File: config.mk
export PLATFORM = sky130hd
export DESIGN_NAME = ovrd_gain_sequencer
export DESIGN_NICKNAME = d
export VERILOG_FILES = /design/src/rtl/ovrd_gain_sequencer.sv
export SDC_FILE = /design/constraint.sdc
export NUM_CORES = 1
export LEC_CHECK = 0
export ABC_AREA = 1
export BUFFER_PORTS_ARGS = -buffer_cell sky130_fd_sc_hd__buf_2
export CORE_MARGIN = 1
export CORE_UTILIZATION = 39
export CTS_CLUSTER_DIAMETER = 30
export DETAILED_ROUTE_END_ITERATION = 7
export GPL_TIMING_DRIVEN = 1
export SLEW_MARGIN = 20
export SYNTH_ARGS = -nofsm -noshare
export SYNTH_HDL_FRONTEND = slang
export SYNTH_SLANG_ARGS = --single-unit
File: constraint.sdc
create_clock -name clk -period 5.5 [get_ports clk]
set_input_delay 0.275 -clock clk [delete_from_list [all_inputs] [get_ports clk]]
set_output_delay 0.275 -clock clk [all_outputs]
set_load 0.01 [all_outputs]
File: src/rtl/ovrd_gain_sequencer.sv
// ---------------------------------------------------------------------------
// ovrd_gain_sequencer
//
// Produces the i_gain word for the overdrive stage. The live gain never jumps.
// It moves toward an effective target by at most one step per audio sample
// strobe. After reaching the target it waits a few sample strobes so the
// gain/clamp pipeline can flush, then pulses done. When the effect is
// disabled, the effective target becomes unity, which gives a soft bypass.
//
// Ports
//   clk             clock
//   rst             asynchronous active-high reset
//   i_sample_valid  one-cycle strobe per audio sample; gain moves only on it
//   i_enable        1: target = configured gain, 0: target = unity
//   i_cfg_valid     configuration request (target gain + step)
//   i_cfg_gain      requested target gain, unsigned fixed point
//   i_cfg_step      ramp increment per sample, unsigned fixed point (0 -> 1)
//   o_cfg_ready     configuration accepted when high (IDLE or SETTLE)
//   o_gain          registered live gain
//   o_busy          ramping or settling
//   o_done          one-cycle pulse when the sequence completes
// ---------------------------------------------------------------------------
module ovrd_gain_sequencer #(
    parameter int unsigned          fxp_size           = 16,
    parameter int unsigned          bits_per_gain_frac = 4,
    parameter logic [fxp_size-1:0]  max_gain           = 16'h0400,
    parameter int unsigned          settle_samples     = 2
) (
    input  logic                clk,
    input  logic                rst,
    input  logic                i_sample_valid,
    input  logic                i_enable,
    input  logic                i_cfg_valid,
    input  logic [fxp_size-1:0] i_cfg_gain,
    input  logic [fxp_size-1:0] i_cfg_step,
    output logic                o_cfg_ready,
    output logic [fxp_size-1:0] o_gain,
    output logic                o_busy,
    output logic                o_done
);

    localparam logic [fxp_size-1:0] ONE   = {{(fxp_size-1){1'b0}}, 1'b1};
    localparam logic [fxp_size-1:0] UNITY = ONE << bits_per_gain_frac;
    localparam int unsigned         CNT_W = (settle_samples < 2) ? 1 : $clog2(settle_samples + 1);
    localparam logic [CNT_W-1:0]    SETTLE_LOAD = CNT_W'(settle_samples);
    localparam logic [CNT_W-1:0]    CNT_ONE     = CNT_W'(1);

    typedef enum logic [1:0] {
        S_IDLE,
        S_RAMP_UP,
        S_RAMP_DOWN,
        S_SETTLE
    } state_t;

    state_t                state_q, state_d;
    logic [fxp_size-1:0]   gain_q, gain_d;
    logic [fxp_size-1:0]   target_q, target_d;
    logic [fxp_size-1:0]   step_q, step_d;
    logic [CNT_W-1:0]      cnt_q, cnt_d;
    logic                  done_q, done_d;

    logic [fxp_size-1:0]   eff;
    logic                  cfg_ready;
    logic                  accept;
    logic                  eff_above;
    logic                  eff_below;
    logic [fxp_size:0]     up_diff;
    logic [fxp_size:0]     dn_diff;
    logic [fxp_size:0]     up_sum;
    logic [fxp_size-1:0]   gain_step;
    logic [fxp_size-1:0]   next_gain;

    // Upward sums are formed one bit wider; anything above max_gain is
    // clipped so the live gain can never leave the legal range.
    function automatic logic [fxp_size-1:0] sat_gain(input logic [fxp_size:0] v);
        if (v > {1'b0, max_gain}) begin
            sat_gain = max_gain;
        end else begin
            sat_gain = v[fxp_size-1:0];
        end
    endfunction

    // Candidate gain after one sample step toward eff. The final step is
    // shortened so the ramp lands exactly on eff and never overshoots.
    always_comb begin
        eff       = i_enable ? target_q : UNITY;
        eff_above = (eff > gain_q);
        eff_below = (eff < gain_q);
        up_diff   = {1'b0, eff} - {1'b0, gain_q};
        dn_diff   = {1'b0, gain_q} - {1'b0, eff};
        up_sum    = {1'b0, gain_q} + {1'b0, step_q};
        gain_step = gain_q;
        if (eff_above) begin
            if (up_diff <= {1'b0, step_q}) begin
                gain_step = eff;
            end else begin
                gain_step = sat_gain(up_sum);
            end
        end else if (eff_below) begin
            if (dn_diff <= {1'b0, step_q}) begin
                gain_step = eff;
            end else begin
                gain_step = gain_q - step_q;
            end
        end
    end

    always_comb begin
        state_d   = state_q;
        gain_d    = gain_q;
        target_d  = target_q;
        step_d    = step_q;
        cnt_d     = cnt_q;
        done_d    = 1'b0;
        next_gain = gain_q;
        cfg_ready = (state_q == S_IDLE) || (state_q == S_SETTLE);
        accept    = i_cfg_valid && cfg_ready;

        case (state_q)
            S_IDLE: begin
                if (eff_above) begin
                    state_d = S_RAMP_UP;
                end else if (eff_below) begin
                    state_d = S_RAMP_DOWN;
                end
            end

            // Both ramp states share one body: the direction is taken from
            // eff versus gain on every cycle, so an enable toggle flips the
            // ramp immediately without waiting for a strobe.
            S_RAMP_UP, S_RAMP_DOWN: begin
                next_gain = i_sample_valid ? gain_step : gain_q;
                gain_d    = next_gain;
                if (next_gain == eff) begin
                    if (settle_samples == 0) begin
                        state_d = S_IDLE;
                        done_d  = 1'b1;
                    end else begin
                        state_d = S_SETTLE;
                        cnt_d   = SETTLE_LOAD;
                    end
                end else if (next_gain < eff) begin
                    state_d = S_RAMP_UP;
                end else begin
                    state_d = S_RAMP_DOWN;
                end
            end

            // A target change aborts settling before the strobe count is
            // considered, so an abort never produces a done pulse.
            S_SETTLE: begin
                if (eff_above) begin
                    state_d = S_RAMP_UP;
                end else if (eff_below) begin
                    state_d = S_RAMP_DOWN;
                end else if (i_sample_valid) begin
                    if (cnt_q <= CNT_ONE) begin
                        state_d = S_IDLE;
                        cnt_d   = '0;
                        done_d  = 1'b1;
                    end else begin
                        cnt_d = cnt_q - CNT_ONE;
                    end
                end
            end

            default: begin
                state_d = S_IDLE;
            end
        endcase

        // Registers load at the edge, so a strobe in the accept cycle still
        // ramps with the previous target and step.
        if (accept) begin
            target_d = (i_cfg_gain > max_gain) ? max_gain : i_cfg_gain;
            step_d   = (i_cfg_step == '0) ? ONE : i_cfg_step;
        end
    end

    always_ff @(posedge clk or posedge rst) begin
        if (rst) begin
            state_q  <= S_IDLE;
            gain_q   <= UNITY;
            target_q <= UNITY;
            step_q   <= ONE;
            cnt_q    <= '0;
            done_q   <= 1'b0;
        end else begin
            state_q  <= state_d;
            gain_q   <= gain_d;
            target_q <= target_d;
            step_q   <= step_d;
            cnt_q    <= cnt_d;
            done_q   <= done_d;
        end
    end

    assign o_cfg_ready = cfg_ready;
    assign o_gain      = gain_q;
    assign o_busy      = (state_q != S_IDLE);
    assign o_done      = done_q;

endmodule

Yosys cells after proc, flatten, opt, wreduce, memory -nomap -nowiden
Index checks and enable logic that the tools add are counted.
- output and inout port bits: 19
- input port bits: 37
- register bits: 53
- logic and storage cells: 68
- add/subtract/negate cells: 5
- multiplexer cells: 29
- magnitude comparators: 8
- equality and inequality tests: 11
- reductions and logical operators: 9
- operators with widths (operator ; count):
    $mux W16 ; 9
    $le A17 B16 Y1 ; 2
    $sub A16 B16 Y17 ; 2
    $lt A16 B16 Y1 ; 2
    $mux W2 ; 13
    $add A16 B16 Y17 ; 1
    $gt A17 B11 Y1 const B ; 1
    $eq A16 B16 Y1 ; 1
    $gt A16 B11 Y1 const B ; 1
    $gt A16 B16 Y1 ; 1
    $logic_not A16 Y1 ; 1
    $sub A16 B16 Y16 ; 1
    $ne A2 B2 Y1 const B ; 4
    $pmux W2 S3 ; 1
    $mux W1 ; 5
    $reduce_and A5 Y1 ; 1
    $eq A2 B2 Y1 const B ; 2
    $ne A4 B3 Y1 const B ; 1
    $ne A4 B4 Y1 const B ; 1
    $pmux W2 S2 ; 1
    $reduce_bool A2 Y1 ; 2
    $ne A3 B3 Y1 const B ; 1
    $reduce_and A3 Y1 ; 1
    $eq A2 B1 Y1 const B ; 1
    6 further kinds ; 6

Logic depth before layout (Yosys ltp)
- word-level depth: 11
- gate-level depth with buffers: 43
- gate-level depth less buffers: 40

Least setup slack after synthesis
OpenSTA, ideal clock, no wires.
- path type: input to register
- from: input i_enable
- to: register cnt_q[1]
- library setup time: 0.129 ns
- data required time: 5.371 ns
- arrival time: 4.865 ns
- setup slack: 0.506 ns
- cell stages on the path: 35
- path buffers: 3
- cells stage by stage: buf_4 buf_2 nand2_1 inv_1 ha_1 nand2_1 o21ai_0 a21oi_1 o21ai_0 nand3_1 nand2_1 xnor2_1 inv_1 ha_1 nand4_1 nor4_1 nand2_1 buf_2 nand3_1 nand3_1 nand3_2 nand2_2 ha_1 nand2_1 nor2_1 nand4_1 or2_2 nor2_1 inv_1 o21ai_0 nand3_1 inv_1 nand3_1 nand2_1 o21ai_0
- word-level cells in the longest chain between the ends: 10
- elaborated cells on any way between the ends: 17
- classes of those cells: add/sub (2); order compare (4); eq/ne (4); mux (6); reduce/logical (1)
- ends and longest elaborated chain (what ; RTL line ; source):
    start: declaration ; 32 ; input logic i_enable,
    $mux W16 (*) ; 86 ; eff = i_enable ? target_q : UNITY;
    $sub A16 B16 Y17 ; 90 ; dn_diff = {1'b0, gain_q} - {1'b0, eff};
    $le A17 B16 Y1 ; 100 ; if (dn_diff <= {1'b0, step_q}) begin
    $mux W16 ; 100 ;
    $mux W16 ; 99 ; end else if (eff_below) begin
    $mux W16 ; 93 ; if (eff_above) begin
    $mux W16 ; 132 ; next_gain = i_sample_valid ? gain_step : gain_q;
    $eq A16 B16 Y1 ; 134 ; if (next_gain == eff) begin
    $ne A2 B2 Y1 (no line) ; -- ;
    $reduce_and A5 Y1 (no line) (*) ; -- ;
    end signal: assignment ; 193 ; cnt_q <= cnt_d;
    end: declaration ; 59 ; logic [CNT_W-1:0] cnt_q, cnt_d;
Every way passes the cells marked *; elsewhere a longest branch is shown, timed or not.
A chain may end at the register's enable or synchronous reset.

Worst setup path after layout
- from: register target_q[0]
- to: register cnt_q[1]
- word-level cells in the longest chain between the ends: 10
- elaborated cells on any way between the ends: 17
- classes of those cells: add/sub (2); order compare (4); eq/ne (4); mux (6); reduce/logical (1)
- ends and longest elaborated chain (what ; RTL line ; source):
    start: declaration ; 57 ; logic [fxp_size-1:0] target_q, target_d;
    start signal: assignment ; 191 ; target_q <= target_d;
    $mux W16 (*) ; 86 ;
    $sub A16 B16 Y17 ; 90 ;
    $le A17 B16 Y1 ; 100 ;
    $mux W16 ; 100 ;
    $mux W16 ; 99 ;
    $mux W16 ; 93 ;
    $mux W16 ; 132 ;
    $eq A16 B16 Y1 ; 134 ;
    $ne A2 B2 Y1 (no line) ; -- ;
    $reduce_and A5 Y1 (no line) (*) ; -- ;
Marks and branches as above.

==> results.toml <==
[worst_setup_path]
path_max_fanout = 6
crit_type = "reg2reg"
critPathMaxStageDelay_ns = 0.40
cp-end-kind = "flop"
required_ns = 5.69
cpMostUsedCell = "nand2_1"
cp_slowest_cell = "dfrtp_1"
startpoint_type = "flop"
arrival_ns = 5.35

[final_layout]
final_nets = 1456
area_growth_pct = 13.1
diodes = 0
drive_gt1_share_pct = 16.8

[synth]
synth_edf_count = 0
synth_cell_type_count = 59
syn_inst = 1236
synth_area_um2 = 8050
synthTopCellsByArea = "ha_1 17%, dfrtp_1 16%, nand2_1 15%"
ys_warn_count = 0
synth.yosys.seq_area_share_pct = 16.5
synth_top_area_share_pct = 17.2
ys_ff_latch = 53
synth.net_count = 1387
synth_top_cell_by_area = "ha_1"
yosys_most_used_dff = "dfrtp_1"
async_reset_ff_share_pct = 100
synth.avg_cell_area_um2 = 6.52

[global_route]
grt_antenna_before_repair = 0
first_global_vias = 7578
grt_usage_pct = 25.3
grt_pass1_wl_um = 42100
grt_start_max_net_pins = 54
globalRouteOverflowTotal = 0

[place]
globalplace.congestion = 0.961
dpl_worst_slack_ns = -0.0640
port_buffers = 55
dp_hpwl_um = 22000

[routing]
ant_nets = 0
wire_per_inst_um = 17.1
num_vias = 8247
wirelength_um = 27000
drt-initial-drc-count = 587
drc = 0
drt-pass1-iter-count = 5
via_per_inst = 5.23

[timing]
worst_slew_pin_slew_ns = 0.802
clock_skew_ns = 0.0123
drv_slew = 0
final_hold_viol_count = 0
final-setup-viol-count = 0
max_freq_ghz = 0.194
period_needed_ns = 5.16
final.period_utilization_pct = 93.8
fin_ws_ns = 0.341
relSlewSlack_pct = 46.6

[floorplan]
die_w_um = 146
die_area_um2 = 21200
initial_core_util_pct = 39.8
ios = 56
num_rows = 52
coreArea_um2 = 20200
dieHeight_um = 146

[clock_network]
numCtsBuffers = 5
clk_latency_ns = 0.31
clockBufferDepth = 2
cts_tree = "built"
cts_root_buf = "clkbuf_16"
clock-sinks = 53
htreeDepth = 2
clk_pin_slew_worst_paths_ns = 0.08

[flow_run]
drv_cap = 0

[min_path]
hp-class = "in2async"

[run_status]
status = "finished clean"
-- state kept, by name, summed over array words and instances (netlist names) --
register	flops
cnt_q	2
o_done	1
o_gain	16
state_q	2
step_q	16
target_q	16
-- per-stage QoR --
stage	instances	setup TNS, ns	hold WS, ns	instance area (µm²)	utilization (%)
global route	1576	-0.0828	0.209	9110	45.0
floorplan	1236	0	0.396	8050	-
global placement	1562	0	0.468	8720	43.1
finish	1576	0	0.153	9110	45.0
detailed placement	1562	-0.125	0.459	8720	43.1
CTS	1570	0	0.189	8890	43.9
-- logic make-up (layout without fill, tap and decap cells) --
| group | after synthesis | in the layout | share of synthesized area, % |
|---|---|---|---|
| AOI/OAI and AO/OA | 183 | 183 | 13.1 |
| xor gates and xnor gates | 44 | 44 | 4.78 |
| adders and majority gates | 114 | 114 | 18.0 |
| buffers and inverters | 237 | 306 | 12.6 |
| DFF | 53 | 53 | 16.5 |
| and+or+nand+nor | 605 | 606 | 35.0 |
-- critical path: cells and delay by family (launching register included) --
kind | cells | cell delay, ns
AOI/OAI and AO/OA | 6 | 0.81
adders and majority gates | 4 | 0.93
and+or+nand+nor | 25 | 2.24
xor gates and xnor gates | 1 | 0.15
DFF | 1 | 0.40
buffers and inverters | 5 | 0.52
-- cells in the final DEF (no fill, tap or decap), drive strengths merged, types with 14 or more instances in the layout --
cell,instances
nand4,14
o21ai,68
ha,111
nand2,373
xor2,34
nand3,122
buf,105
dfrtp,50
a21oi,76
nor2,63
inv,188
-- routing by layer --
layer  global-route usage (%)  wire length, µm  vias to the layer above
met5                        0                0                        -
met4                     7.05              672                        0
met2                     41.7            12500                      230
met1                     34.8            12300                     3847
li1                         -                -                     4135
met3                     3.01             1470                       35
-- synth_stat cells (12+ instances only) --
cell	instances
buf_2	19
a21oi_1	73
dfrtp_1	50
nand4_1	14
ha_1	111
nand3_1	108
nand2_1	331
o21ai_0	56
nor2_1	56
nand2_2	34
inv_1	184
xor2_1	34
buf_4	12
-- timing repair --
action                                 4_1_cts  5_1_grt
buffers inserted                             0        5
hold buffers                                 0        0
setup endpoints to repair                    0        4
resized for setup                            0       40
endpoints found under the hold margin        0        0
-- final timing paths --
kind	cells past startpoint	start	slack, ns	endpoint
min in group clk	3	i_cfg_gain[4]	0.20	target_q[4]
max in group asynchronous	3	rst	4.82	o_gain[0]
worst min-delay path	3	rst	0.15	target_q[11]
worst max-delay path	41	target_q[0]	0.34	cnt_q[1]
worst min register to register	1	cnt_q[1]	0.49	o_done
worst max register to register	41	target_q[0]	0.34	cnt_q[1]
-- layout make-up --
type,count,area [µm²]
clock buffers,6,129
clock inverters,2,38.8
fillers,2152,11100
inverters,193,729
multi-input cells,947,5890
flip-flops and latches,53,1330
well taps,270,338
repair buffers,105,654
Power is left out: the tool's default activity adds up to more than one toggle a clock period on the data nets, which glitch-free logic cannot reach.
